[src/rtl/traffic_generator_gmii_pkg.sv]
// Shared types and constants for the GMII traffic generator burst scheduler.
package traffic_generator_gmii_pkg;

    localparam int unsigned MIN_GAP     = 12;
    localparam int unsigned BURST_W     = 32;
    localparam int unsigned CTRL_W      = 2;
    localparam int unsigned CTRL_ENABLE = 0;
    localparam int unsigned CTRL_LIMIT  = 1;

    typedef enum logic [2:0] {
        IDLE,
        START,
        WAIT_DONE,
        GAP,
        STOP
    } sched_state_t;

endpackage

[src/rtl/traffic_generator_gmii_gap_counter.sv]
// Loadable down-counter timing IFG/IBG; expire_c flags the decrement that lands on zero.
module traffic_generator_gmii_gap_counter #(
    parameter int unsigned W = 32
) (
    input  logic         clk,
    input  logic         rst,
    input  logic         load,
    input  logic [W-1:0] load_val,
    input  logic         dec,
    output logic         expire_c
);

    logic [W-1:0] count;

    always_ff @(posedge clk) begin
        if (rst) begin
            count <= '0;
        end else if (load) begin
            count <= load_val;
        end else if (dec && (count != '0)) begin
            count <= count - W'(1);
        end
    end

    // Expiring on the final decrement keeps done->start spacing at G+1 cycles.
    assign expire_c = dec && (count <= W'(1));

endmodule

[src/rtl/traffic_generator_gmii_burst_scheduler.sv]
// Frame start scheduler: gaps, burst grouping, frame limit and run control.
// Define TG_BURST_SCHED_STATS_EN to enable the bursts_sent counter.
module traffic_generator_gmii_burst_scheduler #(
    parameter int unsigned CNT_W   = 64,
    parameter int unsigned GAP_W   = 32,
    parameter int unsigned MIN_GAP = traffic_generator_gmii_pkg::MIN_GAP
) (
    input  logic             clk,
    input  logic             rst,
    input  logic             ctrl_enable,
    input  logic             ctrl_limit,
    input  logic [GAP_W-1:0] cfg_ifg,
    input  logic [31:0]      cfg_frames_per_burst,
    input  logic [GAP_W-1:0] cfg_ibg,
    input  logic [CNT_W-1:0] cfg_total_frames,
    output logic             tx_start,
    output logic [CNT_W-1:0] tx_seq,
    input  logic             tx_done,
    output logic [CNT_W-1:0] frames_sent,
    output logic             busy,
    output logic             run_done,
    output logic [31:0]      bursts_sent
);

    import traffic_generator_gmii_pkg::*;

    sched_state_t       state;
    logic [CTRL_W-1:0]  ctrl;
    logic [GAP_W-1:0]   ifg_lat;
    logic [GAP_W-1:0]   ibg_lat;
    logic [BURST_W-1:0] fpb_lat;
    logic [CNT_W-1:0]   total_lat;
    logic [CNT_W-1:0]   seq_cnt;
    logic [BURST_W-1:0] burst_idx;

    logic [BURST_W-1:0] fpb_eff_c;
    logic [BURST_W-1:0] burst_idx_inc_c;
    logic               burst_end_c;
    logic [GAP_W-1:0]   gap_sel_c;
    logic [GAP_W-1:0]   gap_eff_c;
    logic [GAP_W-1:0]   gap_load_val_c;
    logic               gap_load_c;
    logic               gap_dec_c;
    logic               gap_expire_c;
    logic               limit_hit_c;

    assign ctrl[CTRL_ENABLE] = ctrl_enable;
    assign ctrl[CTRL_LIMIT]  = ctrl_limit;

    // Gap selection: IBG replaces IFG on the last frame of a burst, clamped to MIN_GAP.
    assign fpb_eff_c       = (fpb_lat == '0) ? BURST_W'(1) : fpb_lat;
    assign burst_idx_inc_c = burst_idx + BURST_W'(1);
    assign burst_end_c     = (burst_idx_inc_c >= fpb_eff_c);
    assign gap_sel_c       = burst_end_c ? ibg_lat : ifg_lat;
    assign gap_eff_c       = (gap_sel_c < GAP_W'(MIN_GAP)) ? GAP_W'(MIN_GAP) : gap_sel_c;
    assign gap_load_val_c  = gap_eff_c - GAP_W'(1);
    assign gap_load_c      = (state == WAIT_DONE) && tx_done;
    assign gap_dec_c       = (state == GAP);
    assign limit_hit_c     = ctrl[CTRL_LIMIT] && (frames_sent >= total_lat);

    traffic_generator_gmii_gap_counter #(
        .W (GAP_W)
    ) u_gap_counter (
        .clk      (clk),
        .rst      (rst),
        .load     (gap_load_c),
        .load_val (gap_load_val_c),
        .dec      (gap_dec_c),
        .expire_c (gap_expire_c)
    );

    always_ff @(posedge clk) begin
        if (rst) begin
            state       <= IDLE;
            tx_start    <= 1'b0;
            tx_seq      <= '0;
            seq_cnt     <= '0;
            frames_sent <= '0;
            busy        <= 1'b0;
            run_done    <= 1'b0;
            burst_idx   <= '0;
            ifg_lat     <= '0;
            ibg_lat     <= '0;
            fpb_lat     <= '0;
            total_lat   <= '0;
`ifdef TG_BURST_SCHED_STATS_EN
            bursts_sent <= '0;
`endif
        end else begin
            tx_start <= 1'b0;
            case (state)
                IDLE: begin
                    if (ctrl[CTRL_ENABLE]) begin
                        state       <= START;
                        busy        <= 1'b1;
                        run_done    <= 1'b0;
                        frames_sent <= '0;
                        tx_seq      <= '0;
                        seq_cnt     <= '0;
                        burst_idx   <= '0;
                        ifg_lat     <= cfg_ifg;
                        ibg_lat     <= cfg_ibg;
                        fpb_lat     <= cfg_frames_per_burst;
                        total_lat   <= cfg_total_frames;
`ifdef TG_BURST_SCHED_STATS_EN
                        bursts_sent <= '0;
`endif
                    end
                end
                START: begin
                    if (limit_hit_c) begin
                        state    <= STOP;
                        busy     <= 1'b0;
                        run_done <= 1'b1;
`ifdef TG_BURST_SCHED_STATS_EN
                        // A partially filled burst still counts once the run ends.
                        if (burst_idx != '0) begin
                            bursts_sent <= bursts_sent + 32'(1);
                        end
`endif
                    end else begin
                        state    <= WAIT_DONE;
                        tx_start <= 1'b1;
                        tx_seq   <= seq_cnt;
                        seq_cnt  <= seq_cnt + CNT_W'(1);
                    end
                end
                WAIT_DONE: begin
                    if (tx_done) begin
                        state       <= GAP;
                        frames_sent <= frames_sent + CNT_W'(1);
                        burst_idx   <= burst_end_c ? '0 : burst_idx_inc_c;
`ifdef TG_BURST_SCHED_STATS_EN
                        if (burst_end_c) begin
                            bursts_sent <= bursts_sent + 32'(1);
                        end
`endif
                    end
                end
                GAP: begin
                    if (gap_expire_c) begin
                        if (ctrl[CTRL_ENABLE]) begin
                            state <= START;
                        end else begin
                            state <= IDLE;
                            busy  <= 1'b0;
                        end
                    end
                end
                STOP: begin
                    if (!ctrl[CTRL_ENABLE]) begin
                        state <= IDLE;
                    end
                end
                default: begin
                    state <= IDLE;
                    busy  <= 1'b0;
                end
            endcase
        end
    end

`ifndef TG_BURST_SCHED_STATS_EN
    assign bursts_sent = '0;
`endif

endmodule

[config.mk]
export PLATFORM = sky130hd
export DESIGN_NAME = traffic_generator_gmii_burst_scheduler
export DESIGN_NICKNAME = d
export VERILOG_FILES = /design/src/rtl/traffic_generator_gmii_pkg.sv /design/src/rtl/traffic_generator_gmii_gap_counter.sv /design/src/rtl/traffic_generator_gmii_burst_scheduler.sv
export SDC_FILE = /design/constraint.sdc
export NUM_CORES = 1
export LEC_CHECK = 0
export CAP_MARGIN = 20
export CORE_MARGIN = 10
export CORE_UTILIZATION = 55
export DETAILED_ROUTE_END_ITERATION = 8
export PLACE_DENSITY = 0.82
export SLEW_MARGIN = 20
export SYNTH_ARGS = -nofsm -noshare
export SYNTH_HDL_FRONTEND = slang
export SYNTH_SLANG_ARGS = --single-unit
export TNS_END_PERCENT = 30
[constraint.sdc]
create_clock -name clk -period 7.64 [get_ports clk]
set_input_delay 1.528 -clock clk [delete_from_list [all_inputs] [get_ports clk]]
set_output_delay 1.528 -clock clk [all_outputs]
set_load 0.01 [all_outputs]
==> results.yml <==
timing:
  finalSetupViolCount: 0
  finalSetupTns_ns: 0
  fmax_mhz: 145
  hold_violations: 0
  finalCritPeriodShare_pct: 90.5
  tightest_slew_ns: 1.08
  fin_skew_ns: 0.0211
  whs_ns: 0.447
  drv_slew: 0
  rsz0062_at_grt: "false"
  relSlewSlack_pct: 28.2
  finalWorstPathRequiredPeriod_ns: 6.91
layout:
  area_growth_syn_to_layout_pct: 21.0
  final_layout_size_suffix_gt1_share_pct: 4.50
  nets: 3276
  final_common_cell: "nand2_1"
  final_area_um2: 26500
  n_fill_cell: 3277
  final_cell_mix: "518 x nand2_1, 422 x dfxtp_1, 329 x a21oi_1, 294 x clkdlybuf4s50_1, 225 x nor2_1"
cts:
  cts_setup_buffers: 0
  clock_sinks: 422
  ctsHoldBuffers: 0
  cts_tree: "done"
  numCtsBuffers: 45
  clkLatencyLatePin_ns: 0.58
  ctsResizeCount: 0
  cts_htree_levels: 2
  clock_path_buffers: 3
  clk_pin_slew_ns: 0.06
  cts-root-buf: "clkbuf_16"
die:
  rows: 73
  die_w_um: 220
  io_pins: 328
  design.core.area_um2: 39500
  start_util_pct: 55.4
  die_area_um2: 48200
  fp.dieH_um: 220
min_path:
  hold_path_class: "flip-flop to flip-flop"
  min_from: "tx_seq[23]$_SDFFE_PP0P_"
detailed_routing:
  vias_per_cell: 5.69
  drt_iter0_drc: 1506
  drcViolationCount: 0
  wirelength_um: 61600
  vias: 20300
  postRouteAntennaNets: 0
  wl_per_cell_um: 17.2
  drt_pass1_iterations: 5
synth:
  synth_cells: 2806
  syn_avg_cell_area_um2: 7.80
  syn_area_um2: 21900
  seq_area_frac_synth_pct: 38.6
  ys_warn_count: 0
  synthArstFlopShare_pct: 0
  synth-seq-cells: 422
  yosys.cell_types.count: 77
  synth-main-ff-cell: "dfxtp_1"
  synth_edf_count: 0
global_route:
  grt_pass1_vias: 19900
  grt_overflow: 0
  antenna_found_initial: 2
  grt_util_all_layers_pct: 24.9
  grt_first_pass_wirelength_um: 101000
  grt_max_degree: 113
worst_setup_path:
  cp-start-kind: "flip-flop"
  crit_start: "burst_idx[6]$_SDFFE_PP0P_"
  reg2reg_from: "burst_idx[6]$_SDFFE_PP0P_"
  worst_ep_required_time_ns: 8.09
  r2r_setup_slack_ns: 0.73
  critical_path.max_fanout: 7
  cp-end-kind: "flip-flop"
  path_class: "flip-flop to flip-flop"
  critPathArrivalTime_ns: 7.37
placed_design:
  place_congestion: 0.921
  io_buffers: 295
  place_area_um2: 25000
  dp_hpwl_um: 44200
run:
  drv_cap: 0
pwr:
  irDropWorstVdd_v: 0.000141
  power_density_nw_per_um2: 239
  power_mw: 6.33
  p_leak_nw: 9.64
outcome:
  status: "complete, no violations"
## synthesized netlist by cell type (6+ instances only)
| cell type | count | area [um2] |
|---|---|---|
| nand3b_1 | 10 | 75.1 |
| nor4_1 | 42 | 263 |
| nand2_1 | 520 | 1950 |
| a21oi_1 | 330 | 1650 |
| a211oi_1 | 26 | 195 |
| nor3_1 | 43 | 215 |
| xor2_1 | 66 | 578 |
| buf_4 | 32 | 240 |
| ha_1 | 102 | 1280 |
| inv_1 | 133 | 499 |
| and2_1 | 11 | 68.8 |
| o21ai_0 | 70 | 350 |
| nand4_1 | 49 | 307 |
| a2111oi_0 | 39 | 342 |
| a21o_1 | 13 | 97.6 |
| or2_2 | 9 | 56.3 |
| buf_2 | 12 | 60.1 |
| or4_1 | 12 | 90.1 |
| a22oi_1 | 12 | 90.1 |
| and4_1 | 12 | 105 |
| mux2_2 | 7 | 78.8 |
| nor2_1 | 226 | 848 |
| nor2b_1 | 9 | 56.3 |
| nor3b_1 | 17 | 128 |
| and3_1 | 29 | 181 |
| clkbuf_1 | 137 | 514 |
| dfxtp_1 | 422 | 8450 |
| mux2i_1 | 25 | 250 |
| nand3_1 | 130 | 651 |
| o22ai_1 | 6 | 37.5 |
| or3_1 | 35 | 219 |
| nand2b_1 | 8 | 50.1 |
| a31oi_1 | 8 | 50.1 |
| xnor2_1 | 124 | 1090 |
## layer usage
metal  routed length [um]  GRT usage [%]
met5                    0              0
met4                 1760           8.57
met3                 3870           3.87
met2                29300           41.9
met1                26700           31.8
## cell type report
cell class,count,area (um2),share of cell area [%]
diodes,2,5.00,0.0189
clock buffers,67,1290,4.86
clock inverters,13,219,0.826
inverters,133,499,1.88
multi-input cells,2096,12300,46.4
flip-flops and latches,422,8450,31.9
well taps,525,657,2.48
repair buffers,311,3080,11.6
## logic make-up after synthesis
| group | synth area share [%] |
|---|---|
| flops | 38.6 |
| compound gates | 14.8 |
| buf+inv | 6.09 |
| simple gates | 25.5 |
| other cells | 0.0171 |
| mux | 1.57 |
| fa+ha+maj | 5.83 |
| xor+xnor | 7.60 |
## registers in the layout, indices dropped and copies added (netlist names)
register             count
burst_idx               32
busy                     1
fpb_lat                 32
frames_sent             64
ibg_lat                 32
ifg_lat                 32
run_done                 1
seq_cnt                 64
state                    3
total_lat               64
tx_seq                  64
tx_start                 1
u_gap_counter.count     32
## worst paths after layout
kind                                          endpoint  cells past startpoint
setup / recovery  u_gap_counter.count[22]$_SDFFE_PP0P_                     23
hold / removal                 tx_seq[23]$_SDFFE_PP0P_                      2
setup reg to reg  u_gap_counter.count[22]$_SDFFE_PP0P_                     23
hold reg to reg                tx_seq[23]$_SDFFE_PP0P_                      2
## critical path: stages (launching register included)
cell,delay (ns)
dfxtp_1,0.43
nand4_1,0.21
nor4_1,0.70
and4_1,0.37
nand3_1,0.22
nor3_1,0.57
nand4_1,0.25
xnor2_1,0.18
ha_1,0.31
a21o_1,0.16
a21o_1,0.16
a221oi_1,0.27
o21ai_0,0.20
a31oi_4,0.31
mux2_2,0.41
nand2_1,0.10
ha_1,0.20
nand2_1,0.08
or3b_1,0.41
or2_1,0.25
mux2i_1,0.39
nand2_1,0.13
xnor2_1,0.15
o311a_1,0.29
## stage by stage
| stage | setup WS, ns | std cells | utilization (%) |
|---|---|---|---|
| floorplan | 1.34 | 2837 | - |
| global placement | 0.980 | 3487 | 63.1 |
| detailed placement | 0.794 | 3487 | 63.2 |
| CTS | 0.754 | 3567 | 67.0 |
| global route | 0.154 | 3569 | 67.0 |
| finish | 0.727 | 3569 | 67.0 |
## where the power goes
part	internal (mW)	switching (mW)	total, mW
registers	2.36	0.157	2.51
logic	0.559	1.03	1.59
clock network	1.34	0.893	2.23
Power figures use the tool's default switching activity.
